==> src/rtl/mem_xfer_ctrl.sv <==
// Memory transaction sequencer. It steps the MAR/MDR/memory datapath
// through one read or write transaction. Memory wait states are bounded
// by a timeout, and the result is reported to the control unit as a
// done/err pulse.
module mem_xfer_ctrl #(
  parameter int CNT_W   = 8,
  parameter int TIMEOUT = 15
) (
  input  logic clk,
  input  logic reset,
  input  logic rd_req,
  input  logic wr_req,
  input  logic mem_ready,
  output logic busy,
  output logic done,
  output logic err,
  output logic mar_load,
  output logic mdr_in_bus_en,
  output logic mdr_in_mem_en,
  output logic mdr_out_bus_en,
  output logic mdr_out_mem_en,
  output logic mem_rd,
  output logic mem_wr
);

  typedef enum logic [2:0] {
    IDLE, MAR_LD, MDR_LD, RD_WAIT, WR_WAIT, RD_DONE, WR_DONE, ERR
  } state_t;

  // Moore outputs, registered so that they change only on clk edges.
  typedef struct packed {
    logic busy;
    logic done;
    logic err;
    logic mar_load;
    logic mdr_in_bus_en;
    logic mdr_out_bus_en;
    logic mdr_out_mem_en;
    logic mem_rd;
    logic mem_wr;
  } outs_t;

  localparam logic [CNT_W-1:0] WAIT_LAST = CNT_W'(TIMEOUT - 1);

  state_t           state_q, state_d;
  logic             op_wr_q, op_wr_d;
  logic [CNT_W-1:0] cnt_q, cnt_d;
  outs_t            outs_q, outs_d;

  // Next-state, transaction type and wait-state counter
  always_comb begin
    state_d = state_q;
    op_wr_d = op_wr_q;
    cnt_d   = cnt_q;
    case (state_q)
      IDLE: begin
        // A read wins over a simultaneous write. The write is dropped.
        if (rd_req) begin
          state_d = MAR_LD;
          op_wr_d = 1'b0;
        end else if (wr_req) begin
          state_d = MAR_LD;
          op_wr_d = 1'b1;
        end
      end
      MAR_LD: begin
        state_d = op_wr_q ? MDR_LD : RD_WAIT;
        cnt_d   = '0;
      end
      MDR_LD: begin
        state_d = WR_WAIT;
        cnt_d   = '0;
      end
      RD_WAIT, WR_WAIT: begin
        // If memory completes on the last allowed cycle, the success path wins.
        if (mem_ready)               state_d = (state_q == RD_WAIT) ? RD_DONE : WR_DONE;
        else if (cnt_q == WAIT_LAST) state_d = ERR;
        else                         cnt_d   = cnt_q + CNT_W'(1);
      end
      RD_DONE, WR_DONE, ERR: state_d = IDLE;
      default:               state_d = IDLE;
    endcase
  end

  // Decode the outputs from the state the FSM is entering, so the flops hold the Moore values
  always_comb begin
    outs_d      = '0;
    outs_d.busy = (state_d != IDLE);
    case (state_d)
      MAR_LD:  outs_d.mar_load      = 1'b1;
      MDR_LD:  outs_d.mdr_in_bus_en = 1'b1;
      RD_WAIT: outs_d.mem_rd        = 1'b1;
      WR_WAIT: begin
        outs_d.mem_wr         = 1'b1;
        outs_d.mdr_out_mem_en = 1'b1;
      end
      RD_DONE: begin
        outs_d.done           = 1'b1;
        outs_d.mdr_out_bus_en = 1'b1;
      end
      WR_DONE: outs_d.done = 1'b1;
      ERR: begin
        outs_d.done = 1'b1;
        outs_d.err  = 1'b1;
      end
      default: ;
    endcase
  end

  // State and output registers. Reset aborts any transaction without a done pulse.
  always_ff @(posedge clk) begin
    if (!reset) begin
      state_q <= IDLE;
      op_wr_q <= 1'b0;
      cnt_q   <= '0;
      outs_q  <= '0;
    end else begin
      state_q <= state_d;
      op_wr_q <= op_wr_d;
      cnt_q   <= cnt_d;
      outs_q  <= outs_d;
    end
  end

  assign busy           = outs_q.busy;
  assign done           = outs_q.done;
  assign err            = outs_q.err;
  assign mar_load       = outs_q.mar_load;
  assign mdr_in_bus_en  = outs_q.mdr_in_bus_en;
  assign mdr_out_bus_en = outs_q.mdr_out_bus_en;
  assign mdr_out_mem_en = outs_q.mdr_out_mem_en;
  assign mem_rd         = outs_q.mem_rd;
  assign mem_wr         = outs_q.mem_wr;
  // The MDR captures memory data on the edge where the read completes.
  assign mdr_in_mem_en  = (state_q == RD_WAIT) & mem_ready;

endmodule

==> config.mk <==
export PLATFORM = sky130hd
export DESIGN_NAME = mem_xfer_ctrl
export DESIGN_NICKNAME = d
export VERILOG_FILES = /design/src/rtl/mem_xfer_ctrl.sv
export SDC_FILE = /design/constraint.sdc
export NUM_CORES = 1
export LEC_CHECK = 0
export ABC_AREA = 0
export BUFFER_PORTS_ARGS = -buffer_cell sky130_fd_sc_hd__buf_2
export CAP_MARGIN = 0
export CORE_UTILIZATION = 40
export DETAILED_ROUTE_END_ITERATION = 16
export GPL_TIMING_DRIVEN = 1
export MAX_ROUTING_LAYER = met4
export PLACE_DENSITY_LB_ADDON = 0.3
export SETUP_SLACK_MARGIN = 0.05
export SYNTH_ARGS = -nofsm -noshare
export SYNTH_HDL_FRONTEND = slang
export SYNTH_SLANG_ARGS = --single-unit
==> constraint.sdc <==
create_clock -name clk -period 2.6 [get_ports clk]
set_input_delay 0.52 -clock clk [delete_from_list [all_inputs] [get_ports clk]]
set_output_delay 0.52 -clock clk [all_outputs]
set_load 0.01 [all_outputs]
======== After elaboration in Yosys (flattened, before gate mapping) ========
Cells that the tools add are included.
word-level totals
  RAM bits ................................ 0
  latch bits .............................. 0
  input bits .............................. 5
  output and inout bits ................... 10
  logic and storage cells ................. 59
  bits in read-only memories .............. 0
  register bits ........................... 20
  memories kept ........................... 0
operators by class
  divide/modulo/power cells ............... 0
  mux-type cells .......................... 19
  eq/ne operators ......................... 17
  add/sub/neg operators ................... 1
  reduce and logical (&&, ||, !) cells .... 10
  magnitude comparators ................... 0
  shifts and indexed selects .............. 0
  bitwise logic cells ..................... 1
  $mul .................................... 0
operators with widths
  kind                                                                   count
  3-bit equality test, second input constant                             8
  8-bit two-way mux                                                      2
  8-bit case mux with 2 select lines                                     1
  3-bit case mux with 5 select lines                                     1
  3-bit by 2-bit equality test with 1-bit output, second input constant  4
  3-bit two-way mux                                                      4
  1-bit two-way mux                                                      10
  8-bit by 1-bit adder with 8-bit output, second input constant          1
  8-bit by 4-bit equality test with 1-bit output, second input constant  1
  3-bit by 1-bit equality test with 1-bit output, second input constant  2
  3-bit OR reduction                                                     2
  2-bit inequality test, second input constant                           2
  2-bit nonzero test                                                     2
  2-bit OR reduction                                                     2
  3-bit logical NOT                                                      1
  3-bit AND reduction                                                    1
  3-bit nonzero test                                                     1
  2-bit two-way mux                                                      1
  2-bit AND reduction                                                    1
  1-bit bitwise AND                                                      1

======== Logic depth before layout (Yosys ltp) ========
Gate-level depths: netlist (run 1).
  word-level depth ........................ 7
  gate-level depth with buffers ........... 6
  gate-level depth less buffers ........... 6

======== Worst setup path before layout (run 1) ========
Ideal clock, no wire load.
  path type ............................... flip-flop to flip-flop
  start point ............................. reg cnt_q[0]
  end point ............................... reg cnt_q[6]
  arrival ................................. 1509 ps
  stages on the path, launching flop included .. 7
  setup time .............................. 73 ps
  clock period less this slack ............ 1582 ps
  slack ................................... 1018 ps
  data required time ...................... 2527 ps
  buffers on the path ..................... 0
  cell sequence ........................... dfxtp_1 inv_1 ha_1 a41oi_4 a21oi_2 or3_1 a21oi_1
between the ends
  cells in the longest elaborated chain, start to end .. 4
  elaborated cells between the ends (all ways) .. 7
  classes of those cells .................. 1 x add/sub; 2 x eq/ne; 3 x mux; 1 x reduce/logical
ends and longest elaborated chain
  item                                    line  text
  start, declared                         47    logic [CNT_W-1:0] cnt_q, cnt_d;
  start signal, assigned                  120   cnt_q <= cnt_d;
  8-bit by 1-bit adder with 8-bit output  78    else cnt_d = cnt_q + CNT_W'(1);
  8-bit two-way mux                       77    else if (cnt_q == WAIT_LAST) state_d = ERR;
  8-bit two-way mux                       76    if (mem_ready) state_d = (state_q == RD_WAIT) ? RD_DONE : WR_DONE;
  8-bit case mux with 2 select lines      55    case (state_q)
Several ways; a longest one is shown, not always the timed one. The select of a mux whose other input is x is not followed.
A chain may end at the register's enable or synchronous reset.

======== Worst setup path in the final report (run 1) ========
  start point ............................. reg state_q[1]
  end point ............................... out mdr_in_mem_en
between the ends
  cells in the longest elaborated chain, start to end .. 2
ends and longest elaborated chain
  item                                            line  text
  start, declared                                 45    state_t state_q, state_d;
  start signal, assigned                          118   state_q <= state_d;
  3-bit by 2-bit equality test with 1-bit output  135   assign mdr_in_mem_en = (state_q == RD_WAIT) & mem_ready;
  1-bit bitwise AND                               135
  end, declared                                   19    output logic mdr_in_mem_en,
No other way between the ends.

==> results of run 1 <==
[worst paths after layout]
path / cells past startpoint / slack, ns / start / endpoint
setup / recovery: 4 / 0.71 / state_q[1] / mdr_in_mem_en
setup reg to reg: 5 / 0.81 / state_q[2] / cnt_q[6]
hold reg to reg: 2 / 0.50 / cnt_q[3] / cnt_q[3]
hold / removal: 2 / 0.42 / rd_req / op_wr_q
[critical path, cell delays in order, from the launching register on]
cell      delay, ns
dfxtp_1        0.52
and2_1         0.25
nand2b_1       0.10
nor2_1         0.08
buf_2          0.13
[power groups by stage]
stage	sequential, uW	clock (uW)	combinational [uW]
after floorplan	376	0	209
after global placement	383	0	249
after detailed placement	385	0	250
after CTS	378	151	251
after global routing	386	162	289
final	378	140	250
[per-layer routing]
layer  wire [microns]  vias up  part of all wire (%)
li1                 -      461                     -
met1              966      410                    49
met2              958       14                    48
met3               58        0                   2.9
met4                0        0                     0
met5                0        -                     0
[stage by stage]
stage / cells / power, uW / utilization (%) / hold WS [ns] / area, sq um
final: 164 / 768 / 45.7 / 0.421 / 1130
after global routing: 164 / 837 / 45.7 / 0.424 / 1130
after CTS: 164 / 780 / 45.7 / 0.407 / 1130
after detailed placement: 161 / 635 / 44.7 / 0.482 / 1110
after global placement: 161 / 632 / 44.7 / 0.486 / 1110
after floorplan: 123 / 585 / - / 0.459 / 1040
[cell type report]
type	count	share of cell area, %
inverters	9	2.99
repair buffers	14	6.19
flip-flops and latches	20	35.4
clock buffers	3	1.99
well taps	30	3.32
multi-input cells	88	50.1
[placed cells by master (no fill, tap or decap), types with 2 or more instances in the layout]
cell / count
dfxtp_1: 20
buf_2: 14
nor2_1: 11
nand2_1: 10
inv_1: 9
a21oi_1: 8
o21ai_0: 7
nor3_1: 5
or3_1: 5
nand3_1: 5
nand4_1: 3
clkbuf_4: 3
a211oi_1: 2
o21bai_1: 2
a31oi_1: 2
nor4_1: 2
ha_1: 2
[cells by family after synthesis]
group                    after synthesis
AO/OA/AOI/OAI                         29
XOR/XNOR                               1
adder cells (fa/ha/maj)                2
buffers and inverters                 15
flip-flops                            20
multiplexers                           1
AND/OR/NAND/NOR                       55
==> flow_metrics.tcl, run 1 <==
set metrics [dict create \
    run_status "complete, but fails checks" \
    violations "design-rule violations" \
    maxSlewViolCount 0 \
    vias_per_cell 5.40 \
    io_buffers 14 \
    antenna_found_initial 0 \
    timing.max_cap.violations 0 \
    core-area_sq_mm 0.00248 \
    globalplace.congestion 0.844 \
    clock_skew_ns 0.00189 \
    synth_common_cells "dfxtp_1, nor2_1, nand2_1" \
    die_w_microns 53.1 \
    synthAdderAreaFrac_pct 2.40 \
    ant_nets 0 \
    hpwl_microns 1520 \
    finalCritPeriodShare_pct 72.7 \
    rsz0062_at_grt "no" \
    first_pass_iters 10 \
    drc_errors 1 \
    dr_total_vias 885 \
    required_ns 2.08 \
    combPwrFrac_pct 32.5 \
    setup-tns-final_ns 0 \
    max-slew-margin-rel_pct 49.2 \
    synthesis.area_sq_mm 0.00104 \
    final_net_count 143 \
    pre_cts_slack_ns 0.844 \
    synthTopCellsByArea "dfxtp_1, nor2_1, a21oi_1" \
    globalRouteMet3Util_pct 5.17 \
    finalCriticalPeriod_ns 1.89 \
    netlist.area_leader.share_pct 38.3 \
    p_leak_uw 0.000462 \
    grt_pass1_wl_microns 3480 \
    num_io_pins 15 \
    synthSimpleGateAreaFrac_pct 29.3 \
    diodes 0 \
    grt_use_met2_pct 28.5 \
    p_per_area_mw_per_mm2 679 \
    synth-seq-area-share_pct 38.3 \
    p_switching_uw 276 \
    setup_viol 0 \
    track_usage_pct 17.4 \
    yosysMostFrequentCell "dfxtp_1" \
    die_area_sq_mm 0.00282 \
    fill_cells 255 \
    initial_utilization_pct 42.2 \
    top_usage_layer "met2" \
    cts_sinks 20 \
    drt_iter0_drc 10 \
    avgSynthCellArea_sq_um 8.49 \
    grt_pass1_vias 781 \
    die_h_microns 53.1 \
    synth-async-reset-ratio_pct 0 \
    seqCellArea_sq_um 400 \
    vdd_drop_max_v 0.000647 \
    synth.area.mux_share_pct 0.958 \
    finalHoldViolations 0 \
    seqPwrFrac_pct 49.2 \
    insertion_delay_ns 0.29 \
    syn_nets 130 \
    synth_top_flop_cell "dfxtp_1" \
    finalWorstSetupSlack_ns 0.709 \
    grtUsageMet1_pct 22.0 \
    p_clk_share_pct 18.2 \
    wire_per_inst_microns 12.1 \
    p_sw_share_pct 35.9 \
    clk_pin_slew_ns 0.10 \
    top_register "cnt_q" \
    synth_edf_count 0 \
    grt_max_degree 13 \
    hp-class "in2reg" \
    synth_top_family_by_area "simple AND/OR/NAND/NOR gates" \
    reg.largest.list "cnt_q x8, state_q x3" \
    ctsHoldBuffers 0 \
    cts-htree-levels 1 \
    startpoint_type "flip-flop" \
    postCtsSetupBuffers 0 \
    cts_root_buffer "clkbuf_4" \
    synthToLayoutAreaGrowth_pct 8.26 \
    ys_types 43 \
    grt_overflow 0 \
    synth_compound_area_share_pct 20.7 \
    synth-xor-area-share_pct 0.838 \
    criticalPathCategory "reg2out" \
    cts_max_path_buffers 2 \
    wirelength_microns 1980 \
    cts_tree "built" \
    ys_ff_latch 20 \
    largest_reg_flops 8 \
    layout-drive-gt1-share_pct 20.9 \
    yosys_warnings 0 \
    cts_resized 0 \
    endpoint_kind "output pin" \
    cts_made_buffers 3 \
    multi_input_area_sq_um 567 \
    synthesis.instances 123 \
    worstPathMaxFanout 11 \
    rows 18 \
    arrival_ns 1.37 \
    p_int_uw 492 \
    post-synth-top-area-cell "dfxtp_1" \
    max_slew.worst_pin.slew_ns 0.754 \
    clock.fmax_ghz 0.529 \
]
(Power assumes the default switching activity.)
==> run 2, diff against run 1 <==
--- a/config.mk
+++ b/config.mk
@@ -5,7 +5,7 @@
 export SDC_FILE = /design/constraint.sdc
 export NUM_CORES = 1
 export LEC_CHECK = 0
-export ABC_AREA = 0
+export ABC_AREA = 1
 export BUFFER_PORTS_ARGS = -buffer_cell sky130_fd_sc_hd__buf_2
 export CAP_MARGIN = 0
 export CORE_UTILIZATION = 40
==> constraint.sdc (replaced) <==
create_clock -name clk -period 1.98 [get_ports clk]
set_input_delay 0.396 -clock clk [delete_from_list [all_inputs] [get_ports clk]]
set_output_delay 0.396 -clock clk [all_outputs]
set_load 0.01 [all_outputs]
==> run 2 against run 1 <==
Net effect:
- the flow now finishes without violations
- synthesized cell count is 31% higher
- count of clock-buffer cells in the layout did not move
- sequential share of layout area shrank 2.4 points
- cell area rose by 7.2%
- first-iteration DRC count rose by 120%
- via count rose by 13%
- non-clock buffer count unchanged
- largest cell class unchanged
==> flow_metrics.tcl, run 2 <==
set metrics [dict create \
    max_slew.worst_pin.slew_ns 0.282 \
    synth_common_cells "nand2_1, dfxtp_1, inv_1, nor2_1, nand3_1" \
    clock_skew_ns 0.00399 \
    dr_total_vias 1004 \
    hpwl_microns 1590 \
    synth_compound_area_share_pct 6.14 \
    ant_nets 0 \
    diodes 0 \
    setup_viol 0 \
    wire_per_inst_microns 9.86 \
    ctsHoldBuffers 0 \
    reg2reg_slack_ns 0.57 \
    die_area_sq_mm 0.00286 \
    cts_tree "built" \
    drc_errors 0 \
    endpoint_kind "output pin" \
    die_w_microns 53.5 \
    final_common_cell "nand2_1" \
    post-synth-top-area-cell "dfxtp_1" \
    grt_pass1_wl_microns 3400 \
    final_net_count 186 \
    final_area_sq_mm 0.00121 \
    startpoint_type "flip-flop" \
    stdcell_count 208 \
    die_h_microns 53.5 \
    rsz0062_at_grt "no" \
    largest_reg_flops 8 \
    synth-seq-area-share_pct 37.8 \
    synth_edf_count 0 \
    cts_made_buffers 3 \
    clk_pin_slew_ns 0.12 \
    synthSimpleGateAreaFrac_pct 41.7 \
    cts_sinks 20 \
    syn_nets 168 \
    insertion_delay_ns 0.30 \
    finalHoldViolations 0 \
    run_status "finished clean" \
    synthesis.area_sq_mm 0.00106 \
    grt_max_degree 13 \
    synth_top_family_by_area "simple AND/OR/NAND/NOR gates" \
    io_buffers 14 \
    grt_overflow 0 \
    netlist.area_leader.share_pct 37.8 \
    max-slew-margin-rel_pct 81.1 \
    top_register "cnt_q" \
    yosys_warnings 0 \
    yosysMostFrequentCell "nand2_1" \
    num_io_pins 15 \
    synth-async-reset-ratio_pct 0 \
    reg.largest.list "cnt_q x8, state_q x3" \
    required_ns 1.58 \
    avgSynthCellArea_sq_um 6.58 \
    vdd_drop_max_v 0.000774 \
    placed_cell_area_sq_mm 0.00116 \
    synthesis.instances 161 \
    hold_depth 2 \
    min_to "op_wr_q" \
    finalCritPeriodShare_pct 78.8 \
    r2r-start "cnt_q[0]" \
    min_from "rd_req" \
    synth_top_flop_cell "dfxtp_1" \
    synthToLayoutAreaGrowth_pct 14.4 \
    synthAdderAreaFrac_pct 2.36 \
    postCtsSetupBuffers 0 \
    cts_max_path_buffers 2 \
    synth-xor-area-share_pct 2.48 \
    p_leak_uw 0.000607 \
    cts_resized 0 \
    antenna_found_initial 0 \
    worstPathMaxFanout 7 \
    ys_ff_latch 20 \
    vias_per_cell 4.83 \
    wirelength_microns 2050 \
    final_cell_mix "nand2_1, inv_1, nor2_1, dfxtp_1, buf_2" \
    initial_utilization_pct 42.4 \
    arrival_ns 1.16 \
    synth.area.mux_share_pct 0 \
    layout-drive-gt1-share_pct 20.8 \
    clock.fmax_ghz 0.641 \
    grt_pass1_vias 849 \
    hp-class "in2reg" \
    timing.max_cap.violations 0 \
    r2r-end "busy" \
    finalCriticalPeriod_ns 1.56 \
    reg2reg_depth 10 \
    cts_root_buffer "clkbuf_4" \
    first_pass_iters 4 \
    track_usage_pct 17.0 \
    drt_iter0_drc 22 \
    criticalPathCategory "reg2out" \
    setup-tns-final_ns 0 \
    cts-htree-levels 1 \
    p_per_area_mw_per_mm2 1180 \
    globalplace.congestion 0.871 \
    synthTopCellsByArea "dfxtp_1, nand2_1, inv_1" \
    rows 18 \
    ys_types 22 \
    maxSlewViolCount 0 \
    core-area_sq_mm 0.00250 \
    place_inst 204 \
]
==> run 2: layout make-up <==
type                       instances  area [sq um]
clock inverter                     1          30.0
clock buffer                       3          22.5
fill                             265          1290
multi-input combinational        115           558
sequential                        20           400
tap                               30          37.5
inverter                          25          93.8
timing repair buffer              14          70.1
==> run 2: logic make-up (layout without fill, tap and decap cells) <==
family / Yosys count / count (layout)
fa+ha+maj: 2 / 2
compound gates: 12 / 12
simple gates: 98 / 98
flops: 20 / 20
xor+xnor: 3 / 3
buf+inv: 26 / 43
==> run 2: worst max path at each step <==
stage	startpoint	endpoint	slack, ns	cells after the start
global route	state_q[0]	mdr_in_mem_en	0.33	3
global placement	cnt_q[0]	busy	0.62	10
detailed placement	cnt_q[0]	busy	0.58	10
finish	state_q[0]	mdr_in_mem_en	0.42	3
CTS	state_q[0]	mdr_in_mem_en	0.41	3
floorplan	cnt_q[0]	cnt_q[5]	0.70	10
==> run 2: where the power goes <==
part	total, uW	switching, uW	leakage (uW)	internal [uW]
Clock	337	133	0.0000279	204
Combinational	558	374	0.000416	184
Sequential	530	54.4	0.000163	475
==> run 2: worst max-delay path, stage by stage, from the launching register on <==
cell	delay, ns
dfxtp_1	0.49
nand4_1	0.18
inv_1	0.07
buf_2	0.12
==> run 2: through the flow <==
stage / utilization (%) / hold slack [ns] / power [uW] / setup WS, ns
after floorplan: - / 0.453 / 971 / 0.704
after global placement: 46.4 / 0.469 / 1090 / 0.620
after detailed placement: 46.4 / 0.479 / 1100 / 0.582
after CTS: 48.5 / 0.297 / 1440 / 0.408
after global routing: 48.5 / 0.313 / 1530 / 0.329
final: 48.5 / 0.307 / 1430 / 0.419
==> run 2: routing by layer <==
metal,vias to the layer above,track usage (%),part of all wire [%]
li1,530,-,-
met1,461,19.8,47
met2,13,29.0,50
met3,0,5.17,3.6
met4,0,2.63,0
met5,-,-,0
==> run 3, diff against run 2 <==
==> constraint.sdc (replaced) <==
create_clock -name clk -period 1.3 [get_ports clk]
set_input_delay 0.26 -clock clk [delete_from_list [all_inputs] [get_ports clk]]
set_output_delay 0.26 -clock clk [all_outputs]
set_load 0.01 [all_outputs]
==> run 3 against run 2 <==
Net effect:
- combinational power up 110%
- global-route usage rose by 3.5 points
- the flow now finishes with violations (negative setup slack)
- core utilization up 6.8 points
- critical path type is now reg2reg
- final cell count up 4.8%
- die area stayed put
- non-clock buffer count rose by 10
- sequential power rose by 56%
- clock skew grew 0.0071 ns
- routed wire length is 23% higher
- flip-flop and latch count stayed put
==> flow_metrics.tcl, run 3 (synthesis gave the netlist of run 2 again) <==
set metrics [dict create \
    insertion_delay_ns 0.31 \
    drt_iter0_drc 18 \
    synthToLayoutAreaGrowth_pct 30.3 \
    cts_max_path_buffers 2 \
    initial_utilization_pct 42.4 \
    cts_sinks 20 \
    place_inst 210 \
    critPathCapture "cnt_q[7]" \
    top_register "cnt_q" \
    wire_per_inst_microns 11.6 \
    maxSlewViolCount 0 \
    layout-drive-gt1-share_pct 39.4 \
    grt_pass1_vias 1019 \
    die_w_microns 53.5 \
    drc_errors 0 \
    arrival_ns 1.56 \
    finalCritPeriodShare_pct 101 \
    cts_tree "built" \
    p_per_area_mw_per_mm2 1800 \
    rows 18 \
    criticalPathCategory "reg2reg" \
    timing.max_cap.violations 0 \
    max-slew-margin-rel_pct 79.3 \
    p_leak_uw 0.000663 \
    startpoint "cnt_q[0]" \
    die_h_microns 53.5 \
    finalCriticalPeriod_ns 1.31 \
    finalWorstSetupSlack_ns -0.0112 \
    grt_max_degree 13 \
    first_pass_iters 4 \
    die_area_sq_mm 0.00286 \
    core-area_sq_mm 0.00250 \
    critPathSlowestCell "dfxtp_2" \
    final_cell_mix "nand2_1, nor2_1, inv_1, nand2_2, dfxtp_1" \
    max_stage_delay_ns 0.34 \
    reg2reg_depth 10 \
    power_uw 2490 \
    final_common_cell "nand2_1" \
    ant_nets 0 \
    vias_per_cell 4.94 \
    run_status "complete, but fails checks" \
    io_buffers 14 \
    finalHoldViolations 0 \
    rsz0062_at_grt "yes" \
    clock_skew_ns 0.0111 \
    r2r-end "cnt_q[7]" \
    r2r-start "cnt_q[0]" \
    cts_root_buffer "clkbuf_4" \
    diodes 0 \
    grt_overflow 0 \
    setup-tns-final_ns -0.0112 \
    clock.fmax_ghz 0.763 \
    wirelength_microns 2520 \
    reg.largest.list "cnt_q x8, state_q x3" \
    fill_cells 243 \
    violations "negative setup slack" \
    stdcell_count 218 \
    grt_pass1_wl_microns 4100 \
    post-route-util_pct 55.3 \
    required_ns 1.55 \
    largest_reg_flops 8 \
    setup_viol 1 \
    endpoint_kind "flip-flop" \
    hp-class "in2reg" \
    worstPathMaxFanout 8 \
    antenna_found_initial 0 \
    startpoint_type "flip-flop" \
    pre_cts_slack_ns -0.0530 \
    crit_top_cell "nand2_2" \
    final_net_count 196 \
    globalplace.congestion 0.891 \
    reg2reg_slack_ns -0.01 \
    path_cells "inv_2 > ha_4 > nand2_2 > nor2_2 > nand2_2 > nand2_2 > nand2_2 > nand2_4 > nand2_1 > a21oi_2" \
    cts-htree-levels 1 \
    hold_depth 2 \
    track_usage_pct 20.4 \
    clk_pin_slew_ns 0.12 \
    ctsHoldBuffers 0 \
    num_io_pins 15 \
    max_slew.worst_pin.slew_ns 0.309 \
    dr_total_vias 1077 \
    vdd_drop_max_v 0.00124 \
    hpwl_microns 1730 \
    cts_made_buffers 3 \
]
## run 3: changes by cell type in the layout (fill, tap and decap cells not counted), moves of 2 or more
cell,previous run,this run
dfxtp_2,0,4
a21oi_2,0,4
nand2_2,6,16
inv_1,20,17
dfxtp_1,20,15
inv_2,4,6
a21oi_1,6,2
nand3_1,8,6
buf_4,0,10
ha_1,2,0
nand2_1,51,41
## run 3: where the power goes
group | leakage (uW) | internal [uW] | switching (uW)
Clock | 0.0000279 | 312 | 198
Combinational | 0.000470 | 430 | 722
Sequential | 0.000165 | 741 | 87.4
## run 3: layout make-up
cell class / count / area, sq um / area share (%)
Clock buffer: 3 / 22.5 / 1.63
Multi-Input combinational cell: 115 / 641 / 46.4
Tap cell: 30 / 37.5 / 2.72
Timing Repair Buffer: 24 / 145 / 10.5
Clock inverter: 1 / 30.0 / 2.17
Inverter: 25 / 96.3 / 6.97
Sequential cell: 20 / 409 / 29.6
## run 3: per-stage QoR
| stage | hold WS (ns) | area, sq um |
|---|---|---|
| floorplan | 0.376 | 1060 |
| global placement | 0.476 | 1210 |
| detailed placement | 0.489 | 1210 |
| CTS | 0.175 | 1350 |
| global route | 0.193 | 1380 |
| finish | 0.180 | 1380 |
## run 3: worst min-delay path by stage
stage / start / to / slack, ns
final: rd_req / op_wr_q / 0.18
after global routing: rd_req / op_wr_q / 0.19
after CTS: rd_req / op_wr_q / 0.18
after detailed placement: cnt_q[7] / cnt_q[7] / 0.49
after global placement: cnt_q[7] / cnt_q[7] / 0.48
after floorplan: rd_req / op_wr_q / 0.38
## run 3: worst max-delay path, delay by kind of cell, from the launching register on
kind | cells | cell delay [ns]
AND/OR/NAND/NOR | 7 | 0.57
flip-flops | 1 | 0.34
adder cells (fa/ha/maj) | 1 | 0.13
AO/OA/AOI/OAI | 1 | 0.13
buffers and inverters | 1 | 0.07
## run 3: per-layer routing
metal	GRT usage (%)	share of wire (%)	up-vias
met4	10.5	1.5	0
met3	3.45	3.2	5
met5	-	0	-
met2	36.3	54	22
li1	-	-	549
met1	21.4	42	501
## run 3: timing repair
item / in CTS / in global routing
pin swaps: 8 / 7
setup endpoints to repair: 17 / 18
setup buffers: 3 / 1
resized for setup: 21 / 10
